==> src/rtl/apb_req_arbiter.sv <==
// -----------------------------------------------------------------------------
// apb_req_arbiter
// Two-requester round-robin arbiter driving a single APB master port.
// One transfer at a time: IDLE -> SETUP -> ACCESS -> DONE -> IDLE.
// Every output is registered (computed from the next state and captured on clk).
//
// Ports
//   clk        : clock, all state changes on the rising edge
//   reset_b    : asynchronous active-low reset
//   req        : per-requester level request (bit i = requester i)
//   req_write  : per-requester direction (1 = write)
//   req_addr   : per-requester address, requester i at [i*PADDR_WL +: PADDR_WL]
//   req_wdata  : per-requester write data, requester i at [i*PDATA_WL +: PDATA_WL]
//   done       : one-cycle completion pulse to the granted requester
//   err        : high with done when the transfer timed out
//   rdata      : read data of the last successful read
//   busy       : high whenever the FSM is not in IDLE
//   psel/penable/pwrite/paddr/pwdata : APB request to the slave
//   pready/prdata                    : APB response from the slave
// -----------------------------------------------------------------------------
module apb_req_arbiter #(
  parameter int PADDR_WL = 4,
  parameter int PDATA_WL = 8,
  parameter int TIMEOUT  = 15
) (
  input  logic                  clk,
  input  logic                  reset_b,
  input  logic [1:0]            req,
  input  logic [1:0]            req_write,
  input  logic [2*PADDR_WL-1:0] req_addr,
  input  logic [2*PDATA_WL-1:0] req_wdata,
  output logic [1:0]            done,
  output logic                  err,
  output logic [PDATA_WL-1:0]   rdata,
  output logic                  busy,
  output logic                  psel,
  output logic                  penable,
  output logic                  pwrite,
  output logic [PADDR_WL-1:0]   paddr,
  output logic [PDATA_WL-1:0]   pwdata,
  input  logic                  pready,
  input  logic [PDATA_WL-1:0]   prdata
);

  typedef enum logic [1:0] {
    S_IDLE   = 2'd0,
    S_SETUP  = 2'd1,
    S_ACCESS = 2'd2,
    S_DONE   = 2'd3
  } state_t;

  // Last wait-count value before the abort fires (counter starts at 0 in the
  // first ACCESS cycle, so TIMEOUT low cycles end when it reaches TIMEOUT-1).
  localparam logic [7:0] LP_WAIT_LAST = 8'(TIMEOUT - 1);

  state_t              r_state;
  state_t              w_state_nxt;
  logic                r_gnt;
  logic                w_gnt_nxt;
  logic                r_last;
  logic                w_last_nxt;
  logic [7:0]          r_wait;
  logic [7:0]          w_wait_nxt;
  logic                w_sel;

  logic [1:0]          r_done;
  logic [1:0]          w_done_nxt;
  logic                r_err;
  logic                w_err_nxt;
  logic [PDATA_WL-1:0] r_rdata;
  logic [PDATA_WL-1:0] w_rdata_nxt;
  logic                r_busy;
  logic                w_busy_nxt;
  logic                r_psel;
  logic                w_psel_nxt;
  logic                r_penable;
  logic                w_penable_nxt;
  logic                r_pwrite;
  logic                w_pwrite_nxt;
  logic [PADDR_WL-1:0] r_paddr;
  logic [PADDR_WL-1:0] w_paddr_nxt;
  logic [PDATA_WL-1:0] r_pwdata;
  logic [PDATA_WL-1:0] w_pwdata_nxt;

  // Round-robin pick: on contention the requester not served last wins;
  // a lone requester wins outright (req[1] alone selects 1, otherwise 0).
  always_comb begin
    w_sel = 1'b0;
    if (req == 2'b11) begin
      w_sel = ~r_last;
    end else begin
      w_sel = req[1];
    end
  end

  // Next-state and next-output logic.
  always_comb begin
    w_state_nxt   = r_state;
    w_gnt_nxt     = r_gnt;
    w_last_nxt    = r_last;
    w_wait_nxt    = r_wait;
    w_done_nxt    = 2'b00;
    w_err_nxt     = 1'b0;
    w_rdata_nxt   = r_rdata;
    w_psel_nxt    = 1'b0;
    w_penable_nxt = 1'b0;
    w_pwrite_nxt  = r_pwrite;
    w_paddr_nxt   = r_paddr;
    w_pwdata_nxt  = r_pwdata;

    case (r_state)
      S_IDLE: begin
        if (|req) begin
          w_state_nxt  = S_SETUP;
          w_gnt_nxt    = w_sel;
          w_psel_nxt   = 1'b1;
          w_pwrite_nxt = w_sel ? req_write[1] : req_write[0];
          w_paddr_nxt  = w_sel ? req_addr[2*PADDR_WL-1:PADDR_WL]
                               : req_addr[PADDR_WL-1:0];
          w_pwdata_nxt = w_sel ? req_wdata[2*PDATA_WL-1:PDATA_WL]
                               : req_wdata[PDATA_WL-1:0];
        end else begin
          w_state_nxt = S_IDLE;
        end
      end
      S_SETUP: begin
        w_state_nxt   = S_ACCESS;
        w_psel_nxt    = 1'b1;
        w_penable_nxt = 1'b1;
        w_wait_nxt    = 8'd0;
      end
      S_ACCESS: begin
        if (pready) begin
          w_state_nxt = S_DONE;
          w_last_nxt  = r_gnt;
          w_done_nxt  = r_gnt ? 2'b10 : 2'b01;
          if (!r_pwrite) begin
            w_rdata_nxt = prdata;
          end else begin
            w_rdata_nxt = r_rdata;
          end
        end else if (r_wait == LP_WAIT_LAST) begin
          w_state_nxt = S_DONE;
          w_last_nxt  = r_gnt;
          w_done_nxt  = r_gnt ? 2'b10 : 2'b01;
          w_err_nxt   = 1'b1;
        end else begin
          w_wait_nxt    = r_wait + 8'd1;
          w_psel_nxt    = 1'b1;
          w_penable_nxt = 1'b1;
        end
      end
      S_DONE: begin
        w_state_nxt = S_IDLE;
      end
      default: begin
        w_state_nxt = S_IDLE;
      end
    endcase

    w_busy_nxt = (w_state_nxt != S_IDLE);
  end

  // State, arbitration bookkeeping and registered outputs.
  always_ff @(posedge clk or negedge reset_b) begin
    if (!reset_b) begin
      r_state   <= S_IDLE;
      r_gnt     <= 1'b0;
      r_last    <= 1'b1;
      r_wait    <= 8'd0;
      r_done    <= 2'b00;
      r_err     <= 1'b0;
      r_rdata   <= '0;
      r_busy    <= 1'b0;
      r_psel    <= 1'b0;
      r_penable <= 1'b0;
      r_pwrite  <= 1'b0;
      r_paddr   <= '0;
      r_pwdata  <= '0;
    end else begin
      r_state   <= w_state_nxt;
      r_gnt     <= w_gnt_nxt;
      r_last    <= w_last_nxt;
      r_wait    <= w_wait_nxt;
      r_done    <= w_done_nxt;
      r_err     <= w_err_nxt;
      r_rdata   <= w_rdata_nxt;
      r_busy    <= w_busy_nxt;
      r_psel    <= w_psel_nxt;
      r_penable <= w_penable_nxt;
      r_pwrite  <= w_pwrite_nxt;
      r_paddr   <= w_paddr_nxt;
      r_pwdata  <= w_pwdata_nxt;
    end
  end

  assign done    = r_done;
  assign err     = r_err;
  assign rdata   = r_rdata;
  assign busy    = r_busy;
  assign psel    = r_psel;
  assign penable = r_penable;
  assign pwrite  = r_pwrite;
  assign paddr   = r_paddr;
  assign pwdata  = r_pwdata;

endmodule

==> config.mk <==
export PLATFORM = sky130hd
export DESIGN_NAME = apb_req_arbiter
export DESIGN_NICKNAME = d
export VERILOG_FILES = /design/src/rtl/apb_req_arbiter.sv
export SDC_FILE = /design/constraint.sdc
export NUM_CORES = 1
export LEC_CHECK = 0
export CAP_MARGIN = 30
export CORE_AREA = 3 3 66 80
export DETAILED_ROUTE_END_ITERATION = 7
export DIE_AREA = 0 0 69 83
export GPL_TIMING_DRIVEN = 0
export PLACE_DENSITY = 0.78
export SLEW_MARGIN = 25
export SYNTH_ARGS = -nofsm -noshare
export SYNTH_HDL_FRONTEND = slang
export SYNTH_SLANG_ARGS = --single-unit
==> constraint.sdc <==
create_clock -name clk -period 3.65 [get_ports clk]
set_clock_uncertainty 0.05 [all_clocks]
set_input_delay 0.73 -clock clk [delete_from_list [all_inputs] [get_ports clk]]
set_output_delay 0.73 -clock clk [all_outputs]
set_load 0.005 [all_outputs]
==> impl_metrics.yaml <==
clock_network:
  cts_tree: "done"
  cts_resized: 0
  clock_sinks: 39
  cts_inserted_buffers: 5
  cts_root_buf: "clkbuf_8"
  clk_latency_ps: 280
  clkSlewWorstSetupHoldPaths_ps: 70
  cts_htree_levels: 2
  holdBufCountCts: 0
  clock_path_buffers: 2
  post_cts_buffers: 0
floorplanning:
  die_area_sq_mm: 0.00573
  io_pins: 66
  core_region_area_sq_mm: 0.00459
  num_rows: 27
  die_w_um: 69
  start_util_pct: 39.3
  die_h_um: 83
critical_path:
  crit_path_start_kind: "primary input"
  path_common_cell: "o21ai_1"
  slowest_stage: "o21ai_1"
  crit_family: "buffers and inverters"
  reg2reg_slack_ps: 1730
  critical_path_buf_inv_count: 2
  worstSetupPathType: "in2reg"
  r2r_cells: 5
  r2r-end: "r_last"
  cp_max_fo: 10
  startpoint: "req[0]"
  endpoint: "pwdata[5]"
  arrival_ps: 2260
  path_cells: "clkdlybuf4s50_1, o21ai_1, clkbuf_1, o21ai_1"
  crit_path_end_kind: "flop"
  reg2reg_from: "r_state[0]"
  slowest_delay_ps: 510
  cp.required_ps: 3760
  path_depth: 4
yosys:
  ys_seq_elements: 39
  synth.distinct_cells: 37
  synthMuxAreaShare_pct: 15.0
  syn_area_sq_mm: 0.00181
  dominantRegCellSynth: "dfrtp_1"
  async_reset_ff_share_pct: 100
  seq_area_frac_synth_pct: 54.1
  postSynthAreaPerCell_sq_um: 11.7
  synth_xor_area_share_pct: 0
  synth_top_family_by_area: "multiplexers"
  synth_nets: 200
  synth_compound_area_share_pct: 12.7
  ys_warn_count: 0
  syn_inst: 154
  synthSimpleGateAreaFrac_pct: 10.8
  synth_edf_count: 0
  synth_fa_ha_area_share_pct: 4.85
sta:
  finalSetupViolations: 0
  maxSlewHeadroom_pct: 59.3
  post-route-min-period_ps: 2160
  tightest_slew_ps: 606
  setup_ws_ps: 1490
  report.final.hold_viol_count: 0
  max_freq_mhz: 464
  rsz0062_at_grt: "no"
  drv_slew: 0
  finalCritPeriodShare_pct: 59.1
  tns_ps: 0
  holdWs_ps: 272
finish:
  fillers: 408
  antenna_cells: 0
  fin_util_pct: 58.3
  drive_gt1_share_pct: 7.02
  nets: 273
  area_growth_pct: 48.2
  design_area_sq_mm: 0.00268
status:
  status: "finished, final reports clean"
hold_path:
  hp-class: "in2async"
routing:
  drt_iter0_drc: 30
  antenna_left: 0
  dr.pass1.iters: 4
  routed_via_density: 4.88
  wl_mm: 4.01
  vias: 1395
  wl_per_cell_um: 14.0
  drc: 0
global_route:
  grt_pass1_vias: 1447
  grt_util_all_layers_pct: 14.6
  grt_overflow: 0
  grt_max_degree: 28
  grt_pass1_wl_mm: 6.84
  antenna_found_initial: 0
placement:
  post-place-ws_ps: 1170
  numPortBuffers: 65
  gp_congestion: 0.728
  place_area_sq_mm: 0.00254
  dp_hpwl_mm: 3.12
power_and_ir_drop:
  leakage_uw: 0.00120
  seq_power_share_pct: 37.7
  cellPowerDensity_mw_per_mm2: 711
  p_switching_uw: 572
  ir_worst_vdd_uv: 268
  clkPwrFrac_pct: 22.0
  internal_power_uw: 1330
  sw_frac_of_total_pct: 30.0
  combPwrFrac_pct: 40.3
run:
  drv_cap: 0
==> cell usage in the layout (no fill, tap or decap), drive strengths merged <==
| master | count |
|---|---|
| mux2i | 17 |
| o32a | 1 |
| and3 | 1 |
| o31ai | 1 |
| ha | 7 |
| a21oi | 1 |
| nand2 | 20 |
| nand4b | 2 |
| a21boi | 3 |
| clkdlybuf4s50 | 64 |
| o41a | 1 |
| buf | 4 |
| o311ai | 2 |
| mux2 | 9 |
| dfstp | 1 |
| o211ai | 3 |
| nor2 | 3 |
| dfrtp | 38 |
| or3 | 2 |
| inv | 6 |
| clkbuf | 9 |
| nand3 | 1 |
| nor2b | 2 |
| o41ai | 3 |
| or2 | 1 |
| and2 | 2 |
| a22o | 1 |
| nand2b | 2 |
| bufinv | 2 |
| or4b | 1 |
| o21ai | 16 |
| or4 | 1 |
| a31oi | 1 |
==> power groups by stage <==
stage | Sequential [uW] | Combinational [uW] | Clock (uW)
2_1_floorplan | 724 | 356 | 0
3_3_place_gp | 715 | 757 | 0
3_5_place_dp | 726 | 780 | 0
4_1_cts | 719 | 783 | 431
5_1_grt | 741 | 854 | 450
6_report | 718 | 767 | 419
==> state kept, by name (all words and copies together) (netlist names), 2 cells and up <==
register	cells
done	2
pwdata	8
r_state	2
rdata	8
r_wait	8
paddr	4
==> logic make-up (layout without fill, tap and decap cells) <==
| logic type | count (synthesis) | count (layout) |
|---|---|---|
| flops | 39 | 39 |
| simple gates | 38 | 38 |
| compound gates | 33 | 33 |
| mux | 26 | 26 |
| buf+inv | 11 | 85 |
| fa+ha+maj | 7 | 7 |
==> worst min-delay path by stage <==
stage | start | endpoint | slack, ps
after floorplan | reset_b | busy | 380
after global placement | r_gnt | done[0] | 410
after detailed placement | pwdata[2] | pwdata[2] | 420
after CTS | reset_b | rdata[0] | 270
after global routing | reset_b | rdata[2] | 280
final | reset_b | paddr[0] | 270
==> synthesized netlist by cell type (2+ instances only) <==
master,instances,area share [%]
and2_1,2,0.69
clkbuf_1,3,0.62
dfrtp_1,38,53
ha_1,7,4.8
inv_1,6,1.2
mux2_1,9,5.6
mux2i_1,17,9.4
nand2_1,20,4.2
nand2b_1,2,0.69
nor2_1,3,0.62
nor2b_1,2,0.69
o211ai_1,3,1.2
o21ai_0,6,1.7
o21ai_1,8,2.2
o21ai_2,2,0.97
o311ai_0,2,0.97
o41ai_1,3,1.5
or3_1,2,0.69
==> layout make-up <==
class | count | area [sq um] | area share (%)
buffer | 5 | 23.8 | 0.888
clock buffer | 6 | 72.6 | 2.71
clock inverter | 2 | 60.1 | 2.24
inverter | 6 | 22.5 | 0.841
multi-input combinational | 104 | 783 | 29.3
sequential | 39 | 977 | 36.5
tap | 58 | 72.6 | 2.71
timing repair buffer | 66 | 666 | 24.9
==> layer usage <==
layer / GRT usage, % / share of wire [%] / vias up
met2: 25.8 / 51 / 41
met3: 3.63 / 4.8 / 6
met5: 0 / 0 / -
met1: 17.0 / 43 / 654
met4: 4.80 / 1.5 / 0
li1: - / - / 694
==> stage by stage <==
stage	power, uW	instances
6_report	1900	286
5_1_grt	2040	286
4_1_cts	1930	286
3_5_place_dp	1510	278
3_3_place_gp	1470	277
2_1_floorplan	1080	154
Note: power is estimated with default switching activity, not from simulation.
